## src/rtl/fsquare.sv

```systemverilog
// Pipelined single-precision squarer y = x*x: round-to-nearest-even, flush-to-zero.
// Three stages (partial products / sum+normalise / round+pack) under one global advance enable.
module fsquare (
   input  logic        clk,
   input  logic        rstn,
   input  logic        in_valid,
   output logic        in_ready,
   input  logic [31:0] x,
   output logic        out_valid,
   input  logic        out_ready,
   output logic [31:0] y
);

   typedef enum logic [1:0] {
      CL_NORM,
      CL_ZERO,
      CL_INF,
      CL_NAN
   } cls_t;

   localparam logic [31:0] QNAN = 32'h7FC0_0000;
   localparam logic [31:0] PINF = 32'h7F80_0000;

   logic adv;
   logic v1, v2, v3;

   assign adv       = !v3 | out_ready;
   assign in_ready  = adv;
   assign out_valid = v3;

   // A square is never negative, so the operand sign plays no part.
   logic sign_unused;
   assign sign_unused = x[31];

   // ---------------- stage 1: classify and form partial products ----------------
   logic [7:0]  e_in;
   logic [23:0] m_in;
   cls_t        cls_d;
   logic [35:0] pp_lo_d, pp_hi_d;

   assign e_in    = x[30:23];
   assign m_in    = {1'b1, x[22:0]};
   assign pp_lo_d = {12'd0, m_in} * {24'd0, m_in[11:0]};
   assign pp_hi_d = {12'd0, m_in} * {24'd0, m_in[23:12]};

   // NOTE: every always_comb output gets a default first, so no path can infer a latch.
   always_comb begin
      cls_d = CL_NORM;
      if (e_in == 8'hFF)
         cls_d = (x[22:0] != 23'd0) ? CL_NAN : CL_INF;
      else if (e_in == 8'h00)
         cls_d = CL_ZERO;
   end

   cls_t        cls1;
   logic [7:0]  e1;
   logic [35:0] pp_lo1, pp_hi1;

   // ---------------- stage 2: sum, normalise, extract guard/sticky ----------------
   logic [47:0]       p;
   logic [22:0]       mant_d;
   logic              guard_d, sticky_d;
   logic signed [9:0] ex_d;
   logic signed [9:0] ex_base;

   assign p       = {12'd0, pp_lo1} + {pp_hi1, 12'd0};
   assign ex_base = $signed({1'b0, e1, 1'b0});

   always_comb begin
      mant_d   = p[45:23];
      guard_d  = p[22];
      sticky_d = |p[21:0];
      ex_d     = ex_base - 10'sd127;
      if (p[47]) begin
         mant_d   = p[46:24];
         guard_d  = p[23];
         sticky_d = |p[22:0];
         ex_d     = ex_base - 10'sd126;
      end
   end

   cls_t              cls2;
   logic [22:0]       mant2;
   logic              guard2, sticky2;
   logic signed [9:0] ex2;

   // ---------------- stage 3: round, range-check, pack ----------------
   logic              round_up;
   logic [23:0]       mant_r;
   logic signed [9:0] ex_r;
   logic [31:0]       y_d;

   assign round_up = guard2 & (sticky2 | mant2[0]);
   assign mant_r   = {1'b0, mant2} + {23'd0, round_up};
   // A carry out of the mantissa leaves 1.000..0, i.e. one exponent step up.
   assign ex_r     = ex2 + (mant_r[23] ? 10'sd1 : 10'sd0);

   always_comb begin
      y_d = 32'd0;
      unique case (cls2)
         CL_NAN:  y_d = QNAN;
         CL_INF:  y_d = PINF;
         CL_ZERO: y_d = 32'd0;
         default: begin
            if (ex_r >= 10'sd255)
               y_d = PINF;
            else if (ex_r <= 10'sd0)
               y_d = 32'd0;
            else
               y_d = {1'b0, ex_r[7:0], (mant_r[23] ? 23'd0 : mant_r[22:0])};
         end
      endcase
   end

   // ---------------- registers ----------------
   // NOTE: sequential state uses non-blocking assignments so every stage samples pre-edge values.
   always_ff @(posedge clk or negedge rstn) begin
      if (!rstn) begin
         v1 <= 1'b0;
         v2 <= 1'b0;
         v3 <= 1'b0;
         y  <= 32'd0;
      end else if (adv) begin
         v1 <= in_valid;
         v2 <= v1;
         v3 <= v2;
         if (v2)
            y <= y_d;
      end
   end

   // NOTE: datapath registers are deliberately left without reset; the valid bits qualify them.
   always_ff @(posedge clk) begin
      if (adv && in_valid) begin
         cls1   <= cls_d;
         e1     <= e_in;
         pp_lo1 <= pp_lo_d;
         pp_hi1 <= pp_hi_d;
      end
      if (adv && v1) begin
         cls2    <= cls1;
         mant2   <= mant_d;
         guard2  <= guard_d;
         sticky2 <= sticky_d;
         ex2     <= ex_d;
      end
   end

endmodule

```

## config.mk

```make
export PLATFORM = sky130hd
export DESIGN_NAME = fsquare
export DESIGN_NICKNAME = d
export VERILOG_FILES = /design/src/rtl/fsquare.sv
export SDC_FILE = /design/constraint.sdc
export NUM_CORES = 1
export LEC_CHECK = 0
export ABC_AREA = 0
export CORE_UTILIZATION = 40
export CTS_CLUSTER_DIAMETER = 100
export DETAILED_ROUTE_END_ITERATION = 7
export GPL_TIMING_DRIVEN = 0
export HOLD_SLACK_MARGIN = 0.15
export SLEW_MARGIN = 40
export SYNTH_ARGS = -nofsm -noshare
export SYNTH_HDL_FRONTEND = slang
export SYNTH_SLANG_ARGS = --single-unit
```

## constraint.sdc

```tcl
create_clock -name clk -period 8 [get_ports clk]
set_input_delay 1.6 -clock clk [delete_from_list [all_inputs] [get_ports clk]]
set_output_delay 1.6 -clock clk [all_outputs]
set_load 0.005 [all_outputs]
```

==> results.md, run 1 <==
* CP required at between 8000 and 9000 ps
* EDFF count, synth at about 120
* Hold Violations, Final at 0
* Rel. slew slack at 0.459
* Clock sink total at 152
* Met3 wire length at ~4.7 mm
* Seq/Total Area, Yosys at 0.190
* Clock root buffer master: clkbuf_16
* Synth Cell Area at 23100 µm²
* Fmax at 0.128 GHz
* Final Max Slew Viols at 0
* Wire length on met2 at ~28 mm
* Final Wtd Congestion at 0.946
* Post-DR wirelength/cell at 18.2 µm
* CTS tree: built
* DRC at 0
* CP max stage cell: fa_1
* Initial antenna violation count at 3
* Post-DR vias/cell at 5.03
* Via count of the first global-routing pass at around 18000
* Detailed-route via count at roughly 17000
* Worst slew pin tran at 804 ps
* First-pass GRT wire length at 96.6 mm
* Unique masters post-synth at 84
* Dpl hpwl at 50.7 mm
* Die area at 58700 µm²
* Unrepaired setup endpoints after global routing: true
* All-Layer GR Usage at 0.213
* Setup Crit Path Kind: in -> reg
* Ys async rst share at 0.224
* Part of the cycle the worst path needs at 0.978
* CTS max path bufs at 2
* Worst path cell trace: clkdlybuf4s50_1 > clkbuf_4 > clkbuf_4 > nand2_1 > fa_1 > inv_1 > fa_1 > fa_1 > fa_1 > inv_1 > fa_1 > inv_1 > ha_1 > nand3_1 > or4_1 > o32ai_4 > o21ai_2 > o211a_1 > o21bai_1 > a21oi_1 > xnor2_1
* Maximum capacitance violations at 0
* Worst R2R Start: mant2[0]
* Skew-Pair Late Insertion Delay at 430 ps
* Dpl cell area at around 25000 µm²
* Worst-path maximum fanout at 10
* Fin crit period at 7830 ps
* Status: completed
* Largest net degree at the start of global routing at 46
* Design area at roughly 26000 µm²
* Layout cells sized above 1 at 0.0697
* H-Tree Depth at 4
* Slowest stage delay, CP at around 610 ps
* Final Skew at ~10 ps
* Mapped Cells at 2459
* Area grow syn2layout at 11.1%
* Core Area at 56700 µm²
* Port buffer count at 65
* WL final at 60.7 mm
* Nets at 3165
* Remaining antenna violation count after routing at 0
* Worst setup EP type: flop
* Syn_area_per_cell at 9.40 µm²
* Row cnt at slightly below 90
* Top FF cell, synth: edfxtp_1
* CP startpoint: x[22]
* Met1 Wirelength at 26.0 mm
* GR Overflow Total at 0
* Cell mode on critical path: fa_1
* Worst Hold Class: reg -> reg
* CTS Hold Buffers Added at 0
* Num ports at 70
* Startpoint types: input pin
* Buffers and inverters on the worst path at 6
* Die height at 242 µm
* Detailed-router iteration count before antenna repair at 5
* Number of synthesized register bits at 152
* Post-Syn Nets at between 3000 and 4000
* CP top delay family: adder cells
* Worst hold start: cls1[0]
* Syn. warnings at 0
* Starting Density at 0.408
* CTS buffer count at 17
* Clock-pin slew of the registers on the worst-case setup and hold paths at 60 ps
* Worst Path Arrival at 7990 ps
* Final number of setup-violating endpoints at 0
* Top sig layer: met5
* Initial drt markers at 820
* Die span in x at 242 µm
==> cell usage in the layout, fill, tap and decap left out, types with 8 or more instances in the layout <==
master           count
a31oi_1             10
buf_2               13
a21o_1              28
clkbuf_2            17
buf_4               18
clkbuf_1            20
o21bai_1            10
clkdlybuf4s50_1     55
xnor2_1             93
nor4_1               8
nor2b_1             12
fa_1               381
nand2_1            286
nand2b_1            14
clkbuf_4            16
nor2_1             127
nand4_1             12
dfrtp_1             34
o211ai_1            13
and2_1              37
o21ai_2             21
a21oi_1             94
and3_1              16
inv_1              573
clkbuf_16           19
nand3_1             38
nor3_1              12
o21ai_0             70
o21a_1              17
xor2_1              46
ha_1               192
edfxtp_1           118
==> routing by layer <==
layer	up-vias	GRT usage
met3	110	0.0501
li1	7891	-
met1	8205	0.275
met2	524	0.348
met4	4	0.0795
met5	-	0
==> kinds of logic (layout without fill, tap and decap cells) <==
logic type	after synthesis	after routing	synth area share
buf+inv	660	770	0.108
simple gates	594	594	0.114
fa+ha+maj	573	573	0.434
compound gates	330	330	0.0947
flops	152	152	0.190
xor+xnor	140	140	0.0539
mux	9	9	0.00428
other cells	1	3	0.000162
==> layout make-up <==
cell class / instances / area [µm²]
repair buffers: 79 / 793
multi-input cells: 1647 / 16300
fillers: 5475 / 31000
clock inverters: 10 / 78.8
plain buffers: 73 / 452
well taps: 756 / 946
flip-flops and latches: 152 / 4390
diodes: 2 / 5.00
clock buffers: 22 / 483
inverters: 586 / 2230
==> per-stage QoR <==
stage | utilization | setup TNS (ps) | cells | hold slack, ps | worst slack, ps
final | 0.453 | 0 | 3327 | 428 | 173
after global routing | 0.453 | -8.27 | 3325 | 437 | -7.72
after global placement | 0.436 | -33720 | 3280 | 432 | -1410
after floorplan | - | 0 | 2459 | 400 | 721
after CTS | 0.450 | 0 | 3317 | 424 | 0.942
after detailed placement | 0.437 | -35430 | 3284 | 413 | -1470
==> timing repair <==
item	4_1_cts	5_1_grt
pin swaps	0	1
gates cloned	0	0
endpoints found under the setup margin	39	13
gates resized for setup	78	67
buffers inserted	1	9
==> registers in the layout (all words and copies together) (netlist names) <==
name	flops
ex2	10
pp_hi1	36
cls1	2
v1	1
y	31
sticky2	1
out_valid	1
pp_lo1	35
e1	8
v2	1
mant2	23
cls2	2
guard2	1
==> cells in the mapped netlist (all sizes together), types with 6 or more instances <==
master   count  area share
and2        39       0.011
fa         381        0.33
mux2         7      0.0034
nor2b       12      0.0032
o21bai      10      0.0032
nand3       39      0.0087
xor2        46       0.017
clkbuf      60      0.0097
o211ai      14      0.0048
clkinv       7      0.0011
ha         192        0.10
nor2       133       0.022
edfxtp     118        0.15
a2111oi      6      0.0031
and3        18      0.0051
or2          7      0.0019
inv        579       0.094
nand4       12      0.0032
a21o        28      0.0091
nand2      286       0.046
a31oi       11      0.0032
nor4         8      0.0022
o31ai        6      0.0019
buf         14      0.0035
nand2b      14      0.0038
xnor2       94       0.036
o21a        17      0.0055
o21ai       91       0.023
a21oi       96       0.021
dfrtp       34       0.037
a211oi       7      0.0023
nor3        12      0.0026
==> path summary, 6_finish.rpt <==
path / end / slack (ps) / cells past startpoint
max reg2reg: y[18] / 3610 / 19
min: cls2[0] / 430 / 0
max in group asynchronous: y[19] / 6580 / 2
min in group asynchronous: y[23] / 1030 / 1
min reg2reg: cls2[0] / 430 / 0
max: pp_lo1[34] / 170 / 21
Power of run 1 is not shown: default switching activity piles up to over one toggle a cycle in this logic, so the estimate is an artifact.
==> inputs of run 2 (changes only) <==
--- a/config.mk
+++ b/config.mk
@@ -6,6 +6,7 @@
 export NUM_CORES = 1
 export LEC_CHECK = 0
 export ABC_AREA = 0
+export CAP_MARGIN = 10
 export CORE_UTILIZATION = 40
 export CTS_CLUSTER_DIAMETER = 100
 export DETAILED_ROUTE_END_ITERATION = 7
==> results of run 2 <==
No change in the layout: final DEF, timing and power equal those of run 1.
Power of run 2 is left out for the same reason.
==> inputs of run 3 (changes only) <==
==> constraint.sdc (replaced) <==
create_clock -name clk -period 8.2 [get_ports clk]
set_input_delay 1.64 -clock clk [delete_from_list [all_inputs] [get_ports clk]]
set_output_delay 1.64 -clock clk [all_outputs]
set_load 0.005 [all_outputs]
==> results.md, run 3 (synthesis gave the netlist of run 1 again) <==
* Status: completed
* Worst hold start: cls1[0]
* Layout cells sized above 1 at 0.0632 (-0.00647)
* Post-DR wirelength/cell at 18.3 µm (+0.40%)
* Terminus of the critical flop-to-flop path: y[18]
* Final Max Slew Viols at 0 (unchanged)
* Max FFs per register at 36 (unchanged)
* Final number of setup-violating endpoints at 0 (unchanged)
* Worst path cell trace: clkdlybuf4s50_1 > clkbuf_2 > clkbuf_4 > nand2_1 > fa_1 > inv_1 > fa_1 > fa_1 > fa_1 > inv_1 > fa_1 > inv_1 > ha_1 > nand3_1 > or4_1 > o32ai_2 > o21ai_1 > o211a_1 > o21bai_1 > a21oi_1 > xnor2_1
* Worst R2R Start: mant2[0]
* Worst-path maximum fanout at 10 (unchanged)
* Clock root buffer master: clkbuf_16
* Largest net degree at the start of global routing at 46 (unchanged)
* Worst slew pin tran at 958 ps (+154 ps)
* First-pass GRT wire length at 96.6 mm (about the same)
* R2r worst-path depth at 19 (unchanged)
* Worst hold endpoint: cls2[0]
* CP max stage cell: fa_1
* Num ports at 70 (unchanged)
* Startpoint types: input pin
* Fmax at 0.125 GHz
* Hold Path Stages at 0 (unchanged)
* Nets at 3159 (-0.19%)
* Fin crit period at 8020 ps
* Part of the cycle the worst path needs at 0.978
* Pre-CTS worst setup slack at -1310 ps (+160 ps)
* Remaining antenna violation count after routing at 0 (unchanged)
* CP required at 8360 ps (+200 ps)
* Die area at 58700 µm² (unchanged)
* Dpl hpwl at 50.7 mm (unchanged)
* WHS at 427 ps (-0.290 ps)
* Clock sink total at 152 (unchanged)
* Skew-Pair Late Insertion Delay at 430 ps (about the same)
* Highest-count cells in the layout ignoring fill and taps: inv_1, fa_1, nand2_1, ha_1, nor2_1
* Design area at 25600 µm² (-0.45%)
* Final Wtd Congestion at 0.946 (unchanged)
* Worst Path Arrival at 8180 ps (+190 ps)
* Worst setup EP type: flop
* Clock-pin slew of the registers on the worst-case setup and hold paths at 60 ps (about the same)
* CTS tree: built
* Fill cells at 5474 (-0.018%)
* Die height at 242 µm (unchanged)
* Detailed-route via count at 16800 (+0.41%)
* Dpl cell area at 24800 µm² (unchanged)
* Initial antenna violation count at 3 (unchanged)
* Detailed-router iteration count before antenna repair at 5 (unchanged)
* Core Area at 56700 µm² (unchanged)
* Area grow syn2layout at 10.6%
* Row cnt at 87 (unchanged)
* CTS max path bufs at 2 (unchanged)
* Setup Crit Path Kind: in -> reg
* Port buffer count at 65 (unchanged)
* Multi-input gate area at 16300 µm² (-0.20%)
* Starting Density at 0.408 (unchanged)
* WL final at 60.8 mm (+0.22%)
* R2r setup slk at 3810 ps (+200 ps)
* CTS Hold Buffers Added at 0 (unchanged)
* Final WS setup at 181 ps (+8.91 ps)
* GR Overflow Total at 0 (unchanged)
* H-Tree Depth at 4 (unchanged)
* Top Registers: pp_hi1 (36), pp_lo1 (35), y (31)
* CTS buffer count at 17 (unchanged)
* Hold Violations, Final at 0 (unchanged)
* Final Skew at 11.1 ps (+1.13 ps)
* Slowest stage delay, CP at 610 ps (about the same)
* Maximum capacitance violations at 0 (unchanged)
* Rel. slew slack at 0.361 (-0.0978)
* Worst Hold Class: reg -> reg
* Storage cell area at 4390 µm² (unchanged)
* All-Layer GR Usage at 0.213 (about the same)
* Largest reg by FF count: pp_hi1
* Via count of the first global-routing pass at 17800 (-0.045%)
* Post-DR vias/cell at 5.06 (+0.59%)
* Cell mode on critical path: fa_1
* Die span in x at 242 µm (unchanged)
* DRC at 0 (unchanged)
* Initial drt markers at 879 (+7.2%)
* Most common cell after layout, fill and taps aside: inv_1
-- run 3: worst max-delay path by stage --
stage | start | endpoint | slack [ps] | cells past startpoint
final | x[22] | pp_lo1[34] | 180 | 21
after global routing | x[9] | pp_lo1[34] | -0.9 | 20
after CTS | x[3] | pp_lo1[34] | -0.4 | 24
after detailed placement | x[19] | pp_lo1[34] | -1310 | 21
after global placement | x[13] | pp_lo1[34] | -1250 | 23
after floorplan | x[13] | pp_lo1[34] | 880 | 22
-- run 3: layout make-up --
type | instances | share of cell area
antenna | 2 | 0.000196
clock buffer | 22 | 0.0189
tap | 756 | 0.0370
inverter | 586 | 0.0871
buffer | 73 | 0.0160
multi-input combinational | 1647 | 0.636
timing repair buffer | 73 | 0.0298
sequential | 152 | 0.172
clock inverter | 10 | 0.00308
-- run 3: stage by stage --
stage / setup TNS [ps] / utilization / cells
after global placement: -26600 / 0.436 / 3280
after global routing: -0.914 / 0.451 / 3319
after CTS: -0.410 / 0.449 / 3317
after floorplan: 0 / - / 2459
after detailed placement: -28180 / 0.437 / 3284
final: 0 / 0.451 / 3321
-- run 3: what timing repair did --
action,in CTS,in global routing
buffers inserted,1,3
setup endpoints to repair,32,13
pin swaps,0,1
gates resized for setup,61,56
-- run 3: metal layers --
| metal | global-route usage | vias up | routed length, µm |
|---|---|---|---|
| li1 | - | 7875 | - |
| met1 | 0.275 | 8274 | 26100 |
| met3 | 0.0501 | 105 | 4670 |
| met4 | 0.0786 | 4 | 2010 |
| met5 | 0 | - | 27 |
| met2 | 0.348 | 544 | 28000 |
-- run 3: critical path: cells and delay by family --
| kind | cells | cell delay [ps] |
|---|---|---|
| adders and majority gates | 6 | 3120 |
| and+or+nand+nor | 3 | 870 |
| xor gates and xnor gates | 1 | 160 |
| buffers and inverters | 6 | 1390 |
| AOI/OAI and AO/OA | 5 | 990 |
Power of run 3 is left out for the same reason.
